[src/rtl/fetch_prefetch_unit.sv]
// fetch_prefetch_unit: instruction fetch stage with a small prefetch FIFO.
// It decouples PC issue to a 1-cycle-latency program memory from the IF/ID register.
//
// Ports:
//   i_clock, i_reset        clock (rising edge), asynchronous active-high reset
//   i_valid, i_stall        global enable, decode stall
//   i_pc_src, i_pc_next     redirect request and its target
//   o_imem_addr, o_imem_req program memory read address and read request
//   i_imem_data             read data, valid the cycle after o_imem_req
//   o_valid, o_pc_next      IF/ID valid flag and instruction PC
//   o_instruction, o_rs,    fetched instruction and its rs/rt fields
//   o_rt
//   o_halt                  sticky halt flag
//
// Optional feature: define FETCH_HALT_EN to enable all-ones halt detection.
// When it is undefined, o_halt is tied to 0.
module fetch_prefetch_unit #(
    parameter int NB_DATA     = 32,
    parameter int NB_REGISTER = 5,
    parameter int NB_ADDR     = 11,
    parameter int FIFO_DEPTH  = 4,
    parameter int PC_STEP     = 1
) (
    input  logic                   i_clock,
    input  logic                   i_reset,
    input  logic                   i_valid,
    input  logic                   i_stall,
    input  logic                   i_pc_src,
    input  logic [NB_DATA-1:0]     i_pc_next,
    output logic [NB_ADDR-1:0]     o_imem_addr,
    output logic                   o_imem_req,
    input  logic [NB_DATA-1:0]     i_imem_data,
    output logic                   o_valid,
    output logic [NB_DATA-1:0]     o_pc_next,
    output logic [NB_DATA-1:0]     o_instruction,
    output logic [NB_REGISTER-1:0] o_rs,
    output logic [NB_REGISTER-1:0] o_rt,
    output logic                   o_halt
);

    localparam int PTR_W = $clog2(FIFO_DEPTH);
    localparam int CNT_W = PTR_W + 1;
    localparam logic [CNT_W:0] DEPTH_C = (CNT_W+1)'(FIFO_DEPTH);

    logic [NB_DATA-1:0] r_pc;
    logic [NB_DATA-1:0] r_inflight_pc;
    logic               r_inflight;

    logic [NB_DATA-1:0] r_fifo_pc  [FIFO_DEPTH];
    logic [NB_DATA-1:0] r_fifo_ins [FIFO_DEPTH];
    logic [PTR_W-1:0]   r_wr_ptr;
    logic [PTR_W-1:0]   r_rd_ptr;
    logic [CNT_W-1:0]   r_count;

    logic               r_valid;
    logic [NB_DATA-1:0] r_out_pc;
    logic [NB_DATA-1:0] r_out_ins;

    logic               w_redirect;
    logic               w_req;
    logic               w_push;
    logic               w_pop;
    logic               w_halt;
    logic [CNT_W:0]     w_used;

    // Queued entries plus the outstanding read form the issue credit,
    // so a captured response always finds a free FIFO slot.
    assign w_used     = {1'b0, r_count} + {{CNT_W{1'b0}}, r_inflight};
    assign w_redirect = i_valid & i_pc_src;
    assign w_req      = ~i_reset & i_valid & ~i_pc_src & ~w_halt
                      & (w_used < DEPTH_C);
    // Capture ignores i_valid so that no response is lost while frozen.
    assign w_push     = r_inflight & ~w_redirect;
    assign w_pop      = i_valid & ~i_pc_src & ~i_stall & ~w_halt
                      & (r_count != '0);

    assign o_imem_req  = w_req;
    assign o_imem_addr = r_pc[NB_ADDR-1:0];

    // PC generation and in-flight tracking
    always_ff @(posedge i_clock or posedge i_reset) begin
        if (i_reset) begin
            r_pc          <= '0;
            r_inflight    <= 1'b0;
            r_inflight_pc <= '0;
        end else begin
            r_inflight <= w_req;
            if (w_req) begin
                r_inflight_pc <= r_pc;
            end
            if (w_redirect) begin
                r_pc <= i_pc_next;
            end else if (w_req) begin
                r_pc <= r_pc + NB_DATA'(PC_STEP);
            end
        end
    end

    // FIFO pointers and occupancy; a redirect empties the queue
    always_ff @(posedge i_clock or posedge i_reset) begin
        if (i_reset) begin
            r_wr_ptr <= '0;
            r_rd_ptr <= '0;
            r_count  <= '0;
        end else if (w_redirect) begin
            r_wr_ptr <= '0;
            r_rd_ptr <= '0;
            r_count  <= '0;
        end else begin
            if (w_push) begin
                r_wr_ptr <= r_wr_ptr + PTR_W'(1);
            end
            if (w_pop) begin
                r_rd_ptr <= r_rd_ptr + PTR_W'(1);
            end
            case ({w_push, w_pop})
                2'b10:   r_count <= r_count + CNT_W'(1);
                2'b01:   r_count <= r_count - CNT_W'(1);
                default: r_count <= r_count;
            endcase
        end
    end

    // FIFO storage holds data only, so it needs no reset
    always_ff @(posedge i_clock) begin
        if (w_push) begin
            r_fifo_pc[r_wr_ptr]  <= r_inflight_pc;
            r_fifo_ins[r_wr_ptr] <= i_imem_data;
        end
    end

`ifdef FETCH_HALT_EN
    logic r_halt;

    always_ff @(posedge i_clock or posedge i_reset) begin
        if (i_reset) begin
            r_halt <= 1'b0;
        end else if (w_pop && (r_fifo_ins[r_rd_ptr] == '1)) begin
            r_halt <= 1'b1;
        end
    end

    assign w_halt = r_halt;
`else
    assign w_halt = 1'b0;
`endif

    assign o_halt = w_halt;

    // IF/ID output register; on an empty FIFO only o_valid drops
    always_ff @(posedge i_clock or posedge i_reset) begin
        if (i_reset) begin
            r_valid   <= 1'b0;
            r_out_pc  <= '0;
            r_out_ins <= '0;
        end else if (w_redirect) begin
            r_valid <= 1'b0;
        end else if (i_valid && !i_stall) begin
            if (w_pop) begin
                r_valid   <= 1'b1;
                r_out_pc  <= r_fifo_pc[r_rd_ptr];
                r_out_ins <= r_fifo_ins[r_rd_ptr];
            end else begin
                r_valid <= 1'b0;
            end
        end
    end

    assign o_valid       = r_valid;
    assign o_pc_next     = r_out_pc;
    assign o_instruction = r_out_ins;
    assign o_rs          = r_out_ins[21 +: NB_REGISTER];
    assign o_rt          = r_out_ins[16 +: NB_REGISTER];

endmodule
[config.mk]
export PLATFORM = sky130hd
export DESIGN_NAME = fetch_prefetch_unit
export DESIGN_NICKNAME = d
export VERILOG_FILES = /design/src/rtl/fetch_prefetch_unit.sv
export SDC_FILE = /design/constraint.sdc
export NUM_CORES = 1
export LEC_CHECK = 0
export CAP_MARGIN = 20
export CORE_MARGIN = 5
export CORE_UTILIZATION = 35
export CTS_CLUSTER_DIAMETER = 100
export DETAILED_ROUTE_END_ITERATION = 16
export HOLD_SLACK_MARGIN = 0.06
export PLACE_DENSITY = 0.54
export SLEW_MARGIN = 20
export SYNTH_ARGS = -nofsm -noshare
export SYNTH_HDL_FRONTEND = slang
export SYNTH_SLANG_ARGS = --single-unit
[constraint.sdc]
create_clock -name i_clock -period 6.2 [get_ports i_clock]
set_input_delay 0.93 -clock i_clock [delete_from_list [all_inputs] [get_ports i_clock]]
set_output_delay 0.93 -clock i_clock [all_outputs]
set_load 0.01 [all_outputs]
== Yosys cells after proc, flatten, opt, wreduce, memory -nomap -nowiden ==
Memories as Yosys holds them, arrays and structs flattened. A register that Yosys moved wholly into a read port is not among the register bits.
Index checks and enable logic that the tools add are counted.
Cells by class
  $add $sub $neg: 6
  $lt $le $gt $ge: 1
  equality and inequality tests: 2
  mux-type cells: 13
  bitwise gates (word level): 12
  reductions and logical operators: 9
Operators by type and width (number)
  two-way mux 32 bit: 2
  adder 32 x 1 -> 32 bit (second input constant): 1
  bitwise AND 1 bit: 8
  two-way mux 2 bit: 4
  nonzero test 2 bit: 4
  case mux 3 bit (2 select lines): 1
  nonzero test 3 bit: 2
  two-way mux 1 bit: 5
  adder 2 x 1 -> 2 bit (second input constant): 2
  adder 3 x 1 -> 4 bit: 1
  less-than comparator 4 x 3 -> 1 bit (second input constant): 1
  inverter 1 bit: 4
  adder 3 x 1 -> 3 bit (second input constant): 1
  two-way mux 3 bit: 1
  AND reduction 3 bit: 1
  subtractor 3 x 1 -> 3 bit (second input constant): 1
  equality test 2 x 1 -> 1 bit (second input constant): 1
  equality test 2 bit (second input constant): 1
  logical AND 1 bit: 1
  logical NOT 1 bit: 1
Storage, ports and cells
  register bits: 73
  RAM bits: 256
  bits of input ports: 69
  word-level logic and storage cells: 52
  memories kept: 2
Memory list
  r_fifo_ins: words 4, bits a word 32, rd ports 1, clocked after Yosys merged registers in 1, write ports 1, RTL line 50  | logic [NB_DATA-1:0] r_fifo_ins [FIFO_DEPTH];
  r_fifo_pc: words 4, bits a word 32, rd ports 1, clocked after Yosys merged registers in 1, write ports 1, RTL line 49  | logic [NB_DATA-1:0] r_fifo_pc [FIFO_DEPTH];

== Depth between registers and ports, before layout ==
Gate-level depths: netlist of the first run.
  depth after elaboration: 7
  mapped depth: 7

== Least setup slack after synthesis of the first run ==
No wires, ideal clock.
  path kind: input to register
  start: input i_valid
  end: memory r_fifo_ins[0][0] (enable)
  library setup time: 0.429 ns
  arrival: 2.842 ns
  required time: 5.771 ns
  setup slack: 2.929 ns
  stages on the path: 3
  cells stage by stage: nand2_1 > clkbuf_1 > and3_1
Between the ends
  word-level cells in the longest chain between the ends: 5
RTL lines
  start, declared: RTL line 26  | input logic i_valid,
  bitwise AND 1 bit: RTL line 69  | assign w_redirect = i_valid & i_pc_src;
  inverter 1 bit (no line)
  bitwise AND 1 bit: RTL line 73  | assign w_push = r_inflight & ~w_redirect;
  two-way mux 1 bit: RTL line 126  | if (w_push) begin
  two-way mux 1 bit (implied by the code): RTL line 128  | r_fifo_ins[r_wr_ptr] <= i_imem_data;
  end, declared: RTL line 50
No other way between the ends.

== Worst setup path in the final report of the first run ==
  start: input i_pc_src
  end: output o_imem_req
Between the ends
  word-level cells in the longest chain between the ends: 3
RTL lines
  start, declared: RTL line 28  | input logic i_pc_src,
  inverter 1 bit: RTL line 70  | assign w_req = ~i_reset & i_valid & ~i_pc_src & ~w_halt
  bitwise AND 1 bit: RTL line 70
  bitwise AND 1 bit: RTL line 71  | & (w_used < DEPTH_C);
  end, declared: RTL line 31  | output logic o_imem_req,
No other way between the ends.

==> results of run 1 <==
[where the power goes]
part	switching, mW	internal [mW]
Sequential	0.395	3.29
Combinational	0.623	0.968
Clock	0.972	1.42
Total	1.99	5.68
[registers in the layout (all words and copies together) (netlist names), 2 cells and up]
| register | flops |
|---|---|
| o_instruction | 32 |
| o_pc_next | 32 |
| r_count | 3 |
| r_fifo_ins | 128 |
| r_fifo_pc | 128 |
| r_inflight_pc | 32 |
| r_pc | 32 |
| r_rd_ptr | 2 |
| r_wr_ptr | 2 |
[cells by family after synthesis]
| family | count (synthesis) | synth area share, % |
|---|---|---|
| flip-flops | 393 | 72.6 |
| XOR/XNOR | 12 | 0.686 |
| AND/OR/NAND/NOR | 223 | 6.88 |
| buffers and inverters | 74 | 2.45 |
| AO/OA/AOI/OAI | 55 | 2.63 |
| multiplexers | 130 | 14.2 |
| adder cells (fa/ha/maj) | 6 | 0.539 |
| other | 1 | 0.0245 |
[layout by cell type (no fill, tap or decap), drive strengths merged, types with 9 or more instances in the layout]
cell type      count
edfxtp           256
clkdlybuf4s50    155
dfrtp            137
nand2            117
clkbuf            71
mux4              64
mux2              64
nor2              30
nand3             18
o21ai             14
nor3              12
and3              12
xnor2             10
inv               10
a311oi             9
[per-stage QoR]
stage	hold WS [ns]	power, mW	area, um^2	instances
floorplan	0.462	4.54	15300	894
global placement	0.491	5.35	17300	1574
detailed placement	0.496	5.37	17300	1574
CTS	0.510	7.79	18700	1651
global route	0.528	8.06	18700	1651
finish	0.504	7.67	18700	1651
[Yosys cell counts (7+ instances only)]
| master | number |
|---|---|
| sky130_fd_sc_hd__clkbuf_1 | 25 |
| sky130_fd_sc_hd__and3_1 | 12 |
| sky130_fd_sc_hd__nand2_1 | 117 |
| sky130_fd_sc_hd__o21ai_0 | 14 |
| sky130_fd_sc_hd__xnor2_1 | 10 |
| sky130_fd_sc_hd__mux4_2 | 64 |
| sky130_fd_sc_hd__nor2_1 | 30 |
| sky130_fd_sc_hd__buf_1 | 11 |
| sky130_fd_sc_hd__mux2_2 | 64 |
| sky130_fd_sc_hd__edfxtp_1 | 256 |
| sky130_fd_sc_hd__dfrtp_1 | 137 |
| sky130_fd_sc_hd__nor3_1 | 11 |
| sky130_fd_sc_hd__inv_1 | 7 |
| sky130_fd_sc_hd__nand3_1 | 18 |
| sky130_fd_sc_hd__a211oi_1 | 8 |
| sky130_fd_sc_hd__buf_4 | 24 |
| sky130_fd_sc_hd__a311oi_1 | 9 |
[worst register-to-register path, cell delays in order (launching register included)]
cell	delay (ns)
sky130_fd_sc_hd__dfrtp_1	0.44
sky130_fd_sc_hd__nor4b_4	0.40
sky130_fd_sc_hd__nand2_1	0.09
sky130_fd_sc_hd__buf_4	0.28
sky130_fd_sc_hd__inv_2	0.56
sky130_fd_sc_hd__nand3_1	0.32
sky130_fd_sc_hd__or4_1	0.55
sky130_fd_sc_hd__nand3_1	0.09
[layer usage]
metal	wire length (um)	track usage [%]	vias to the layer above	part of all wire [%]
li1	-	-	3683	-
met1	15600	20.5	4210	46
met2	15500	21.8	221	46
met3	2030	3.31	38	6.0
met4	463	2.99	0	1.4
met5	0	0	-	0
[path summary, 6_finish.rpt]
check	start	endpoint	slack, ns	depth (start not counted)
max reg2reg	r_count[2]	r_pc[20]	3.40	7
min	o_instruction[5]	o_instruction[5]	0.50	1
min in group asynchronous	i_reset	o_pc_next[5]	1.04	2
max	i_pc_src	o_imem_req	1.71	6
min reg2reg	o_instruction[5]	o_instruction[5]	0.50	1
max in group asynchronous	i_reset	r_inflight_pc[21]	4.09	3
[area by class of cell]
class,count,area (um^2)
Fill cell,3918,24500
Multi-Input combinational cell,427,3860
Timing Repair Buffer,161,1600
Clock buffer,71,1260
Clock inverter,6,61.3
Sequential cell,393,11100
Tap cell,585,732
Inverter,8,37.5
==> flow_metrics.env, run 1 <==
export IMPL_h_tree_depth=2
export IMPL_antenna_left=0
export IMPL_final_core_utilization_pct=43.2
export IMPL_path_max_fanout=42
export IMPL_grt_first_pass_wirelength_mm=52.4
export IMPL_post_dp_hpwl_mm=20.1
export IMPL_async_reset_ff_share_pct=34.9
export IMPL_dieWidth_um=219
export IMPL_yosys_most_used_dff="sky130_fd_sc_hd__edfxtp_1"
export IMPL_worst_ep_required_time_ns=5.27
export IMPL_clockBufferDepth=3
export IMPL_hold_class="reg -> reg"
export IMPL_totalNegativeSetupSlack_ns=0
export IMPL_critPathMaxStageDelay_ns=0.69
export IMPL_top_level_ports=157
export IMPL_grt_remaining_overflow=0
export IMPL_rsz0062_at_grt="false"
export IMPL_clock_sink_count=393
export IMPL_postSynthCellCount=894
export IMPL_critical_path_arrival_ns=3.56
export IMPL_crit_start_category="input pin"
export IMPL_critPathMostFrequentCell="sky130_fd_sc_hd__clkdlybuf4s50_1"
export IMPL_finalMaxSlewViolations=0
export IMPL_drive_gt1_share_pct=19.4
export IMPL_gp_routability_congestion=0.739
export IMPL_fin_crit_sh_pct=72.5
export IMPL_dieHeight_um=219
export IMPL_core_rows=76
export IMPL_slew_limit_headroom_pct=28.7
export IMPL_clk_insertion_delay_late_ns=0.53
export IMPL_route_detailed_drc=0
export IMPL_critical_path_buf_inv_count=4
export IMPL_design_core_area_um2=43200
export IMPL_synth_enable_flop_cells=256
export IMPL_synth_ff_latch_count=393
export IMPL_ys_types=53
export IMPL_final_min_clock_period_ns=4.49
export IMPL_fp_dieArea_um2=48100
export IMPL_finalHoldViolCount=0
export IMPL_critPathCaptureType="output pin"
export IMPL_clk_pin_slew_worst_paths_ns=0.06
export IMPL_postCtsHoldBufs=0
export IMPL_power_density_nw_per_um2=411
export IMPL_netlist_area_um2=15300
export IMPL_tritoncts_clock_tree="done"
export IMPL_final_setup_viol_count=0
export IMPL_crit_type="in -> out"
export IMPL_post_synth_top_area_fraction_pct=50.2
export IMPL_worst_setup_slack_post_dpl_ns=1.75
export IMPL_synthDominantAreaCellType="sky130_fd_sc_hd__edfxtp_1"
export IMPL_drt_wl_total_mm=33.6
export IMPL_yosys_top_cells_area="sky130_fd_sc_hd__edfxtp_1 50%, sky130_fd_sc_hd__dfrtp_1 22%, sky130_fd_sc_hd__mux4_2 9.4%"
export IMPL_wl_per_cell_um=20.3
export IMPL_timing_critical_path_cells="clkdlybuf4s50_1 > nor4b_4 > nand2_1 > buf_4 > inv_2 > clkdlybuf4s50_1"
export IMPL_flow_area_growth_from_synthesis_pct=21.9
export IMPL_initial_utilization_pct=35.5
export IMPL_max_cap_violations=0
export IMPL_grt_max_degree=103
export IMPL_grt_antenna_before_repair=0
export IMPL_cts_resized=0
export IMPL_port_buffers=155
export IMPL_number_of_violations_reported_at_the_end_of_detailed_routing_iteration_0=428
export IMPL_groute_usage_overall_pct=14.1
export IMPL_drt_vias_per_instance=4.94
export IMPL_finalClockSkew_ns=0.0123
export IMPL_vias=8152
export IMPL_cts_buffers_inserted=42
export IMPL_p_leak_nw=6.57
export IMPL_ir_drop_mv=0.174
export IMPL_finalWorstSetupSlack_ns=1.71
export IMPL_max_clock_freq_ghz=0.223
export IMPL_slew_at_the_pin_closest_to_its_max_slew_limit_ns=1.07
export IMPL_synthesis_nets=969
export IMPL_synth_yosys_seq_area_share_pct=72.6
export IMPL_crit_family="buffers and inverters"
export IMPL_post_synth_cell_area_avg_um2=17.1
export IMPL_synthesis_yosys_warnings=0
export IMPL_critical_path_slowest_cell="sky130_fd_sc_hd__clkdlybuf4s50_1"
export IMPL_antennaDiodeCount=0
export IMPL_grt_pass1_vias=8434
export IMPL_post_cts_setup_buffers=0
export IMPL_layout_nets=1108
export IMPL_outcome="finished, final reports clean"
export IMPL_pre_repair_dr_iteration_count=5
export IMPL_cts_root_buf="sky130_fd_sc_hd__clkbuf_16"
(Power assumes the default switching activity.)
==> run 2: changes to the inputs <==
==> constraint.sdc (replaced) <==
create_clock -name i_clock -period 4.34 [get_ports i_clock]
set_input_delay 0.651 -clock i_clock [delete_from_list [all_inputs] [get_ports i_clock]]
set_output_delay 0.651 -clock i_clock [all_outputs]
set_load 0.01 [all_outputs]
==> flow_metrics.env, run 2 (synthesis gave the netlist of run 1 again) <==
export IMPL_clk_pin_slew_worst_paths_ns=0.06
export IMPL_crit_path_end="o_imem_req"
export IMPL_clock_sink_count=393
export IMPL_filler_cell_count=3859
export IMPL_port_buffers=155
export IMPL_top_level_ports=157
export IMPL_cts_root_buf="sky130_fd_sc_hd__clkbuf_16"
export IMPL_drt_vias_per_instance=4.88
export IMPL_clockBufferDepth=3
export IMPL_critPathCaptureType="output pin"
export IMPL_pre_repair_dr_iteration_count=4
export IMPL_max_clock_freq_ghz=0.323
export IMPL_antenna_left=0
export IMPL_area_of_combinational_cells_with_multiple_inputs_um2=3850
export IMPL_clk_insertion_delay_late_ns=0.56
export IMPL_groute_usage_overall_pct=14.6
export IMPL_totalNegativeSetupSlack_ns=0
export IMPL_p_leak_nw=6.76
export IMPL_h_tree_depth=2
export IMPL_critical_path_arrival_ns=2.45
export IMPL_grt_first_pass_wirelength_mm=53.9
export IMPL_gp_routability_congestion=0.753
export IMPL_finalHoldViolCount=0
export IMPL_worst_setup_slack_for_register_to_register_paths_ns=1.93
export IMPL_max_cap_violations=0
export IMPL_number_of_violations_reported_at_the_end_of_detailed_routing_iteration_0=453
export IMPL_outcome="finished, final reports clean"
export IMPL_flow_area_growth_from_synthesis_pct=24.3
export IMPL_final_cell_mix="256 x sky130_fd_sc_hd__edfxtp_1, 155 x sky130_fd_sc_hd__clkdlybuf4s50_1, 135 x sky130_fd_sc_hd__dfrtp_1"
export IMPL_crit_type="in -> out"
export IMPL_power_density_nw_per_um2=602
export IMPL_ir_drop_mv=0.309
export IMPL_grt_max_degree=73
export IMPL_worst_ep_required_time_ns=3.69
export IMPL_final_setup_viol_count=0
export IMPL_design_core_area_um2=43200
export IMPL_hold_class="reg -> reg"
export IMPL_regToRegEndpoint="r_pc[30]"
export IMPL_final_min_clock_period_ns=3.10
export IMPL_registers_with_the_most_flip_flops="r_fifo_ins (128), r_fifo_pc (128)"
export IMPL_dieHeight_um=219
export IMPL_initial_utilization_pct=35.5
export IMPL_beginning_of_the_critical_path="i_pc_src"
export IMPL_grt_remaining_overflow=0
export IMPL_slew_limit_headroom_pct=28.7
export IMPL_finalClockSkew_ns=0.0232
export IMPL_cts_resized=0
export IMPL_fin_crit_sh_pct=71.4
export IMPL_rsz0062_at_grt="false"
export IMPL_area_sequential_um2=11100
export IMPL_reg2reg_from="r_pc[2]"
export IMPL_finalMaxSlewViolations=0
export IMPL_dieWidth_um=219
export IMPL_post_dp_hpwl_mm=21.6
export IMPL_timing_reg2reg_worst_path_depth=5
export IMPL_fp_dieArea_um2=48100
export IMPL_drive_gt1_share_pct=21.3
export IMPL_drt_wl_total_mm=34.5
export IMPL_min_delay_start="o_pc_next[31]"
export IMPL_core_rows=76
export IMPL_grt_antenna_before_repair=0
export IMPL_tritoncts_clock_tree="done"
export IMPL_postCtsHoldBufs=0
export IMPL_layout_nets=1122
export IMPL_path_max_fanout=6
export IMPL_route_detailed_drc=0
export IMPL_slew_at_the_pin_closest_to_its_max_slew_limit_ns=1.07
export IMPL_grt_pass1_vias=8682
export IMPL_cts_buffers_inserted=44
export IMPL_leading_cell_type_in_the_layout_fill_and_taps_excluded="sky130_fd_sc_hd__edfxtp_1"
export IMPL_post_cts_setup_buffers=0
export IMPL_dpl_cell_area_um2=17500
export IMPL_design_area_um2=19000
export IMPL_vias=8137
export IMPL_crit_start_category="input pin"
export IMPL_antennaDiodeCount=0
export IMPL_wl_per_cell_um=20.7
[run 2: worst min path at each step]
stage	slack [ns]	to	depth (start not counted)
final	0.50	o_pc_next[31]	1
after global routing	0.52	o_pc_next[31]	1
after CTS	0.51	o_instruction[10]	1
after detailed placement	0.50	o_instruction[0]	1
after global placement	0.49	o_pc_next[0]	1
after floorplan	0.46	r_inflight_pc[20]	2
[run 2: critical path, cell delays in order]
cell                              delay [ns]
sky130_fd_sc_hd__clkdlybuf4s50_1        0.54
sky130_fd_sc_hd__nor4b_4                0.48
sky130_fd_sc_hd__nand2_1                0.14
sky130_fd_sc_hd__inv_2                  0.08
sky130_fd_sc_hd__clkdlybuf4s50_1        0.56
[run 2: cell type report]
class | count | area share [%]
Multi-Input combinational cell | 427 | 20.2
Sequential cell | 393 | 58.4
Clock inverter | 21 | 1.63
Inverter | 8 | 0.184
Clock buffer | 61 | 6.49
Timing Repair Buffer | 173 | 9.19
Tap cell | 585 | 3.84
[run 2: where the power goes]
part / internal [mW] / total (mW) / leakage, nW / switching (mW)
clock network: 2.42 / 3.90 / 0.752 / 1.48
logic: 1.40 / 2.27 / 2.03 / 0.869
registers: 4.69 / 5.29 / 3.98 / 0.601
total: 8.51 / 11.5 / 6.76 / 2.95
[run 2: layer usage]
| layer | GRT usage (%) | share of wire [%] | up-vias |
|---|---|---|---|
| li1 | - | - | 3718 |
| met1 | 21.0 | 46 | 4200 |
| met2 | 22.8 | 47 | 188 |
| met3 | 3.38 | 5.2 | 31 |
| met4 | 3.47 | 1.5 | 0 |
| met5 | 0 | 0 | - |
[run 2: through the flow]
step | power (mW) | std cells | util (%) | setup slack (ns) | hold WS (ns)
2_1_floorplan | 6.49 | 894 | - | 0.0212 | 0.462
3_3_place_gp | 7.67 | 1586 | 40.5 | 1.20 | 0.489
3_5_place_dp | 7.72 | 1586 | 40.5 | 1.13 | 0.496
4_1_cts | 11.7 | 1668 | 44.1 | 1.25 | 0.509
5_1_grt | 12.1 | 1668 | 44.1 | 1.10 | 0.523
6_report | 11.5 | 1668 | 44.1 | 1.24 | 0.502
==> run 3: changes to the inputs <==
--- a/config.mk
+++ b/config.mk
@@ -11,7 +11,7 @@
 export CTS_CLUSTER_DIAMETER = 100
 export DETAILED_ROUTE_END_ITERATION = 16
 export HOLD_SLACK_MARGIN = 0.06
-export PLACE_DENSITY = 0.54
+export PLACE_DENSITY = 0.56
 export SLEW_MARGIN = 20
 export SYNTH_ARGS = -nofsm -noshare
 export SYNTH_HDL_FRONTEND = slang
==> constraint.sdc (replaced) <==
create_clock -name i_clock -period 2.83 [get_ports i_clock]
set_input_delay 0.4245 -clock i_clock [delete_from_list [all_inputs] [get_ports i_clock]]
set_output_delay 0.4245 -clock i_clock [all_outputs]
set_load 0.01 [all_outputs]
==> flow_metrics.env, run 3 (synthesis gave the netlist of run 1 again) <==
export IMPL_tritoncts_clock_tree="done"
export IMPL_finalHoldViolCount=0
export IMPL_cts_buffers_inserted=42
export IMPL_clockBufferDepth=3
export IMPL_dieHeight_um=219
export IMPL_clk_pin_slew_worst_paths_ns=0.06
export IMPL_max_clock_freq_ghz=0.372
export IMPL_max_cap_violations=0
export IMPL_finalMaxSlewViolations=0
export IMPL_final_min_clock_period_ns=2.69
export IMPL_totalNegativeSetupSlack_ns=0
export IMPL_crit_type="reg -> out"
export IMPL_post_cts_setup_buffers=0
export IMPL_rsz0062_at_grt="false"
export IMPL_route_detailed_drc=0
export IMPL_antenna_left=0
export IMPL_grt_first_pass_wirelength_mm=53.2
export IMPL_clock_sink_count=393
export IMPL_hold_class="in -> reg"
export IMPL_finalClockSkew_ns=0.0195
export IMPL_h_tree_depth=2
export IMPL_path_max_fanout=11
export IMPL_grt_pass1_vias=8715
export IMPL_dieWidth_um=219
export IMPL_initial_utilization_pct=35.5
export IMPL_post_dp_hpwl_mm=21.3
export IMPL_slew_limit_headroom_pct=50.6
export IMPL_pre_repair_dr_iteration_count=5
export IMPL_p_leak_nw=6.82
export IMPL_final_setup_viol_count=0
export IMPL_design_core_area_um2=43200
export IMPL_critical_path_arrival_ns=2.26
export IMPL_final_core_utilization_pct=44.4
export IMPL_worst_ep_required_time_ns=2.41
export IMPL_finalWorstSetupSlack_ns=0.144
export IMPL_grt_remaining_overflow=0
export IMPL_critPathCaptureType="output pin"
export IMPL_final_cell_mix="256 x sky130_fd_sc_hd__edfxtp_1, 155 x sky130_fd_sc_hd__clkdlybuf4s50_1, 135 x sky130_fd_sc_hd__dfrtp_1"
export IMPL_layout_nets=1140
export IMPL_grt_antenna_before_repair=0
export IMPL_vias=8254
export IMPL_drt_vias_per_instance=4.90
export IMPL_postCtsHoldBufs=0
export IMPL_top_level_ports=157
export IMPL_drt_wl_total_mm=33.9
export IMPL_outcome="finished, final reports clean"
export IMPL_fp_dieArea_um2=48100
export IMPL_worst_setup_slack_post_dpl_ns=0.312
export IMPL_fin_crit_sh_pct=94.9
export IMPL_gp_routability_congestion=0.757
export IMPL_wl_per_cell_um=20.1
export IMPL_port_buffers=155
export IMPL_antennaDiodeCount=0
export IMPL_clk_insertion_delay_late_ns=0.56
export IMPL_core_rows=76
export IMPL_power_density_nw_per_um2=902
export IMPL_leading_cell_type_in_the_layout_fill_and_taps_excluded="sky130_fd_sc_hd__edfxtp_1"
export IMPL_cts_root_buf="sky130_fd_sc_hd__clkbuf_16"
export IMPL_drive_gt1_share_pct=22.3
export IMPL_crit_start_category="flop"
export IMPL_cts_resized=0
export IMPL_slew_at_the_pin_closest_to_its_max_slew_limit_ns=0.740
export IMPL_ir_drop_mv=0.414
export IMPL_number_of_violations_reported_at_the_end_of_detailed_routing_iteration_0=618
export IMPL_grt_max_degree=113
export IMPL_flow_area_growth_from_synthesis_pct=25.0
export IMPL_registers_with_the_most_flip_flops="r_fifo_ins (128), r_fifo_pc (128)"
export IMPL_groute_usage_overall_pct=14.4
export IMPL_filler_cell_count=3871
run 3: per-stage QoR:
stage,hold WS (ns),cell area (um^2),power (mW),cells
after floorplan,0.462,15300,9.96,894
after global placement,0.489,17700,11.8,1606
after detailed placement,0.495,17700,11.9,1606
after CTS,0.390,19200,17.6,1684
after global routing,0.434,19200,18.2,1684
final,0.426,19200,17.3,1684
run 3: final cells by class:
| cell class | count | area [um^2] | area share [%] |
|---|---|---|---|
| Clock buffer | 55 | 1140 | 5.96 |
| Multi-Input combinational cell | 427 | 3850 | 20.1 |
| Tap cell | 585 | 732 | 3.82 |
| Clock inverter | 23 | 284 | 1.48 |
| Inverter | 8 | 33.8 | 0.176 |
| Timing Repair Buffer | 193 | 1990 | 10.4 |
| Sequential cell | 393 | 11100 | 58.1 |
run 3: path summary, 6_finish.rpt:
kind | depth (start not counted) | to | start | slack (ns)
worst max-delay path | 4 | o_imem_req | r_inflight | 0.14
worst min-delay path | 3 | r_pc[0] | i_pc_next[0] | 0.43
worst max register to register | 5 | r_pc[31] | r_pc[3] | 0.54
worst min register to register | 1 | o_instruction[3] | o_instruction[3] | 0.50
max in group asynchronous | 3 | r_rd_ptr[0] | i_reset | 1.70
min in group asynchronous | 3 | o_pc_next[5] | i_reset | 0.45
run 3: critical path, stage by stage (launching register included):
cell	delay, ns
sky130_fd_sc_hd__dfrtp_1	0.53
sky130_fd_sc_hd__nand3_1	0.30
sky130_fd_sc_hd__nand2_1	0.13
sky130_fd_sc_hd__inv_2	0.17
sky130_fd_sc_hd__clkdlybuf4s50_1	0.57
run 3: report_power, final:
| part | switching, mW | internal, mW |
|---|---|---|
| Clock | 2.23 | 3.40 |
| Combinational | 1.47 | 2.22 |
| Sequential | 0.768 | 7.20 |
| Total | 4.47 | 12.8 |
run 3: layer usage:
metal	up-vias	wire length [um]	global-route usage, %
met4	0	679	4.21
li1	3747	-	-
met5	-	0	0
met1	4278	15700	20.6
met3	49	1660	3.06
met2	180	15900	22.5
==> RTL edit 1 (settings of run 1) <==
Set the parameter `NB_ADDR` to 10 (it was 11).
--- a/src/rtl/fetch_prefetch_unit.sv
+++ b/src/rtl/fetch_prefetch_unit.sv
@@ -19,3 +19,3 @@
     parameter int NB_REGISTER = 5,
-    parameter int NB_ADDR     = 11,
+    parameter int NB_ADDR     = 10,
     parameter int FIFO_DEPTH  = 4,
Ports: changed (resized o_imem_addr); port bits go from 157 to 156. The function was not compared with the original's and may differ.
==> RTL edit 1 against run 1 <==
- via count increased by 0.11%
- setup slack gained 0.33 ns
- routed wire length hardly changed
- sequential power barely moved
- clock skew rose by 0.0035 ns
- non-clock buffer count grew 4
- sequential cell count unchanged
- cell area is 0.62% higher
- hold slack got worse by 0.0026 ns
- count of clock-buffer cells in the layout is 8 lower
- global-route usage grew 0.054 points
- total power is 0.90% higher
- synthesized area about the same
==> RTL edit 1: results (changes against run 1) <==
===========================================================================
Wire length of the first global-routing pass .................    52,610 um   +0.49%
Overall Global Routing Usage .................................       14.14%   +0.054 points
Port buffer count ............................................          154   -0.65%
Main area contributors after synthesis ....................... sky130_fd_sc_hd__edfxtp_1 (50%), sky130_fd_sc_hd__dfrtp_1 (22%), sky130_fd_sc_hd__mux4_2 (9.4%)
XOR/XNOR share of the synthesized area .......................      0.6863%   about the same
Multiplexer fraction of the synthesized cell area ............       14.25%   about the same
Inserted Clock Buffers .......................................           43   +2.4%
Reg-to-reg critical path startpoint ..........................      r_pc[8]
Post-synthesis adder-cell area fraction ......................      0.5393%   about the same
Post-Route WL ................................................    33,530 um   about the same
Sequential cell power ........................................      3690 uW   about the same
Seq/Total Area, Yosys ........................................       72.59%   about the same
Via count of the first global-routing pass ...................        8,563   +1.5%
Status ....................................................... finished clean
Number of vias per cell ......................................        4.928   -0.19%
First-pass DRT Iterations ....................................            4   -1
Max Clock Skew ...............................................   0.01580 ns   +0.003519 ns
Worst flop-to-flop path endpoint .............................     r_pc[31]
Compound-Gate Fraction of Synth Area .........................       2.631%   about the same
Final HPWL from detailed placement ...........................    20,040 um   -0.28%
Maximum number of pins on one net before global-route repair .          104   +0.97%
Hold Path Origin ............................................. o_instruction[30]
Worst endpoint data arrival time .............................      3.24 ns   -0.32 ns
First-iteration detailed-routing DRC count ...................          544   +27%
Worst R2R Path Depth .........................................            5   -2
Placer's final routability congestion estimate ...............       0.7683   +4.0%
===========================================================================
[RTL edit 1: cell count changes in the layout (fill, tap and decap cells not counted), sizes merged]
| cell | run 1 | this run |
|---|---|---|
| bufinv | 1 | 2 |
| clkbuf | 71 | 63 |
| clkinv | 3 | 13 |
| inv | 10 | 8 |
| clkdlybuf4s50 | 155 | 154 |
| buf | 6 | 11 |
[RTL edit 1: cell families (layout without fill, tap and decap cells)]
| family | after synthesis | after routing |
|---|---|---|
| AO/OA/AOI/OAI | 55 | 55 |
| XOR/XNOR | 12 | 12 |
| adder cells (fa/ha/maj) | 6 | 6 |
| buffers and inverters | 73 | 251 |
| flip-flops | 393 | 393 |
| multiplexers | 130 | 130 |
| other | 1 | 1 |
| AND/OR/NAND/NOR | 223 | 223 |
[RTL edit 1: per-layer routing]
metal	global-route usage, %	up-vias	wire [um]
met4	3.161	0	586
met3	2.787	43	1791
met2	21.45	213	15300
met1	21.28	4213	15860
met5	0	-	0
li1	-	3692	-
[RTL edit 1: final cells by class]
type	count	area share [%]
multi-input cells	427	20.52
repair buffers	165	8.858
flip-flops and latches	393	59.21
clock buffers	63	6.674
clock inverters	15	0.6394
inverters	8	0.1998
well taps	585	3.896
[RTL edit 1: stage by stage]
stage	setup WS (ns)	hold slack [ns]	utilization, %	instance area (um2)	total power, uW
2_1_floorplan	1.602	0.4619	-	15310	4542
3_3_place_gp	2.032	0.4902	40.20	17350	5349
3_5_place_dp	2.035	0.4954	40.20	17350	5372
4_1_cts	2.031	0.5085	43.38	18730	7866
5_1_grt	1.884	0.5206	43.51	18790	8133
6_report	2.033	0.5015	43.51	18790	7737
==> RTL edit 2 (settings of run 1) <==
Made on the original files. The option `FETCH_HALT_EN` is turned on by a define.
--- a/src/rtl/fetch_prefetch_unit.sv
+++ b/src/rtl/fetch_prefetch_unit.sv
@@ -16,2 +16,4 @@
 // When it is undefined, o_halt is tied to 0.
+`define FETCH_HALT_EN
+
 module fetch_prefetch_unit #(
Behaviour: not the same (Yosys sat finds a counterexample within 4 cycles, from zero or initial values and one cycle with i_reset high).
==> RTL edit 2 against run 1 <==
- die area fell by 0.19%
- setup slack improved by 0.54 ns
- synthesized area fell by 0.20%
- final cell count rose by 1.0%
- sequential cell count rose by 1
- via count rose by 0.38%
- cell area rose by 0.62%
- total power rose by 2.6%
- routed wire length rose by 2.4%
- critical endpoint unchanged
- largest cell class unchanged
- highest routed layer is now met5
==> RTL edit 2: results (changes against run 1) <==
================================================================================
Status ............................................................ finished clean
Critical Path Fanout Max ..........................................            4   -90%
Count of nets after finishing .....................................        1,123   +1.4%
Max rail drop VDD .................................................     237.0 uV   +36%
Fraction of post-synthesis cell area in the top cell type by area .       50.28%   +0.10 points
Distinct cell type count of the synthesized netlist ...............           45   -15%
Combinational Power ...............................................      1640 uW   +3%
Delay contributed by the slowest stage of the critical path .......      0.63 ns   -0.06 ns
Synth cell count leaders .......................................... sky130_fd_sc_hd__edfxtp_1 (256), sky130_fd_sc_hd__dfrtp_1 (138), sky130_fd_sc_hd__nand2_1 (121), sky130_fd_sc_hd__mux4_2 (64), sky130_fd_sc_hd__mux2_2 (63)
Layout cells sized above 1 ........................................       19.85%   +0.43 points
Worst flop-to-flop path endpoint ..................................     r_pc[30]
Reg-to-reg critical path startpoint ...............................       o_halt
Synthesized Nets ..................................................          974   +0.52%
Routed len/inst ...................................................     20.60 um   +1.4%
Overall Global Routing Usage ......................................       14.64%   +0.55 points
Internal reg-to-reg setup slack ...................................      3.22 ns   -0.18 ns
Placer's final routability congestion estimate ....................       0.7868   +6.5%
Proportion of total power due to net switching ....................       26.32%   +0.37 points
Final HPWL from detailed placement ................................    20,690 um   +3.0%
Seq/Total Area, Yosys .............................................       72.86%   +0.31 points
Wire length of the first global-routing pass ......................    53,680 um   +2.5%
Total power density per cell area ................................. 418.7 mW/mm2   +1.9%
Clock insertion delay at the later pin of the skew report .........      0.56 ns   +0.03 ns
Inserted Clock Buffers ............................................           43   +2.4%
Vias after detailed routing .......................................        8,183   +0.38%
Post-Place Cells ..................................................        1,588   +0.89%
Compound-Gate Fraction of Synth Area ..............................       2.488%   -0.14 points
First-pass DRT Iterations .........................................            4   -1
Multiplexer fraction of the synthesized cell area .................       14.20%   -0.045 points
First-iteration detailed-routing DRC count ........................          606   +42%
Critical path origin ..............................................      i_reset
Headroom to the max-slew limit ....................................       33.98%   +5.3 points
Min Tclk post-route ...............................................     3.951 ns   -0.5420 ns
Port buffer count .................................................          156   +0.65%
Max Clock Skew ....................................................   0.02411 ns   +0.01183 ns
================================================================================
-- RTL edit 2: cell types whose count changed after synthesis, moves of 4 or more --
cell                              run 1  this run
sky130_fd_sc_hd__nand4_1              5        19
sky130_fd_sc_hd__o21ai_0             14        25
sky130_fd_sc_hd__nor2_1              30        23
sky130_fd_sc_hd__xor2_1               2         9
sky130_fd_sc_hd__a311oi_1             9         3
sky130_fd_sc_hd__and3_1              12         6
sky130_fd_sc_hd__a211oi_1             8         3
sky130_fd_sc_hd__nor4_1               4         9
sky130_fd_sc_hd__a211o_1              4         0
sky130_fd_sc_hd__a21oi_1              3         7
sky130_fd_sc_hd__and2_1               5         1
sky130_fd_sc_hd__nand2_1            117       121
sky130_fd_sc_hd__nand3_1             18        14
-- RTL edit 2: area by class of cell --
cell class,count,area [um2]
Timing Repair Buffer,168,1652
Fill cell,3879,24390
Tap cell,585,732.0
Sequential cell,394,11150
Clock inverter,21,220.2
Inverter,10,45.04
Clock buffer,59,1177
Multi-Input combinational cell,431,3811
-- RTL edit 2: per-layer routing --
| metal | up-vias | global-route usage (%) | share of wire (%) |
|---|---|---|---|
| li1 | 3723 | - | - |
| met1 | 4225 | 20.74 | 46 |
| met2 | 182 | 23.04 | 47 |
| met3 | 51 | 2.925 | 4.5 |
| met4 | 2 | 4.480 | 2.0 |
| met5 | - | 0 | 0.038 |
-- RTL edit 2: worst min-delay path by stage --
| stage | startpoint | slack (ns) | cells after the start | endpoint |
|---|---|---|---|---|
| after floorplan | r_pc[31] | 0.46 | 2 | r_inflight_pc[31] |
| after global placement | o_valid | 0.47 | 1 | o_valid |
| after detailed placement | o_valid | 0.47 | 1 | o_valid |
| after CTS | o_valid | 0.50 | 1 | o_valid |
| after global routing | o_valid | 0.52 | 1 | o_valid |
| final | o_valid | 0.49 | 1 | o_valid |
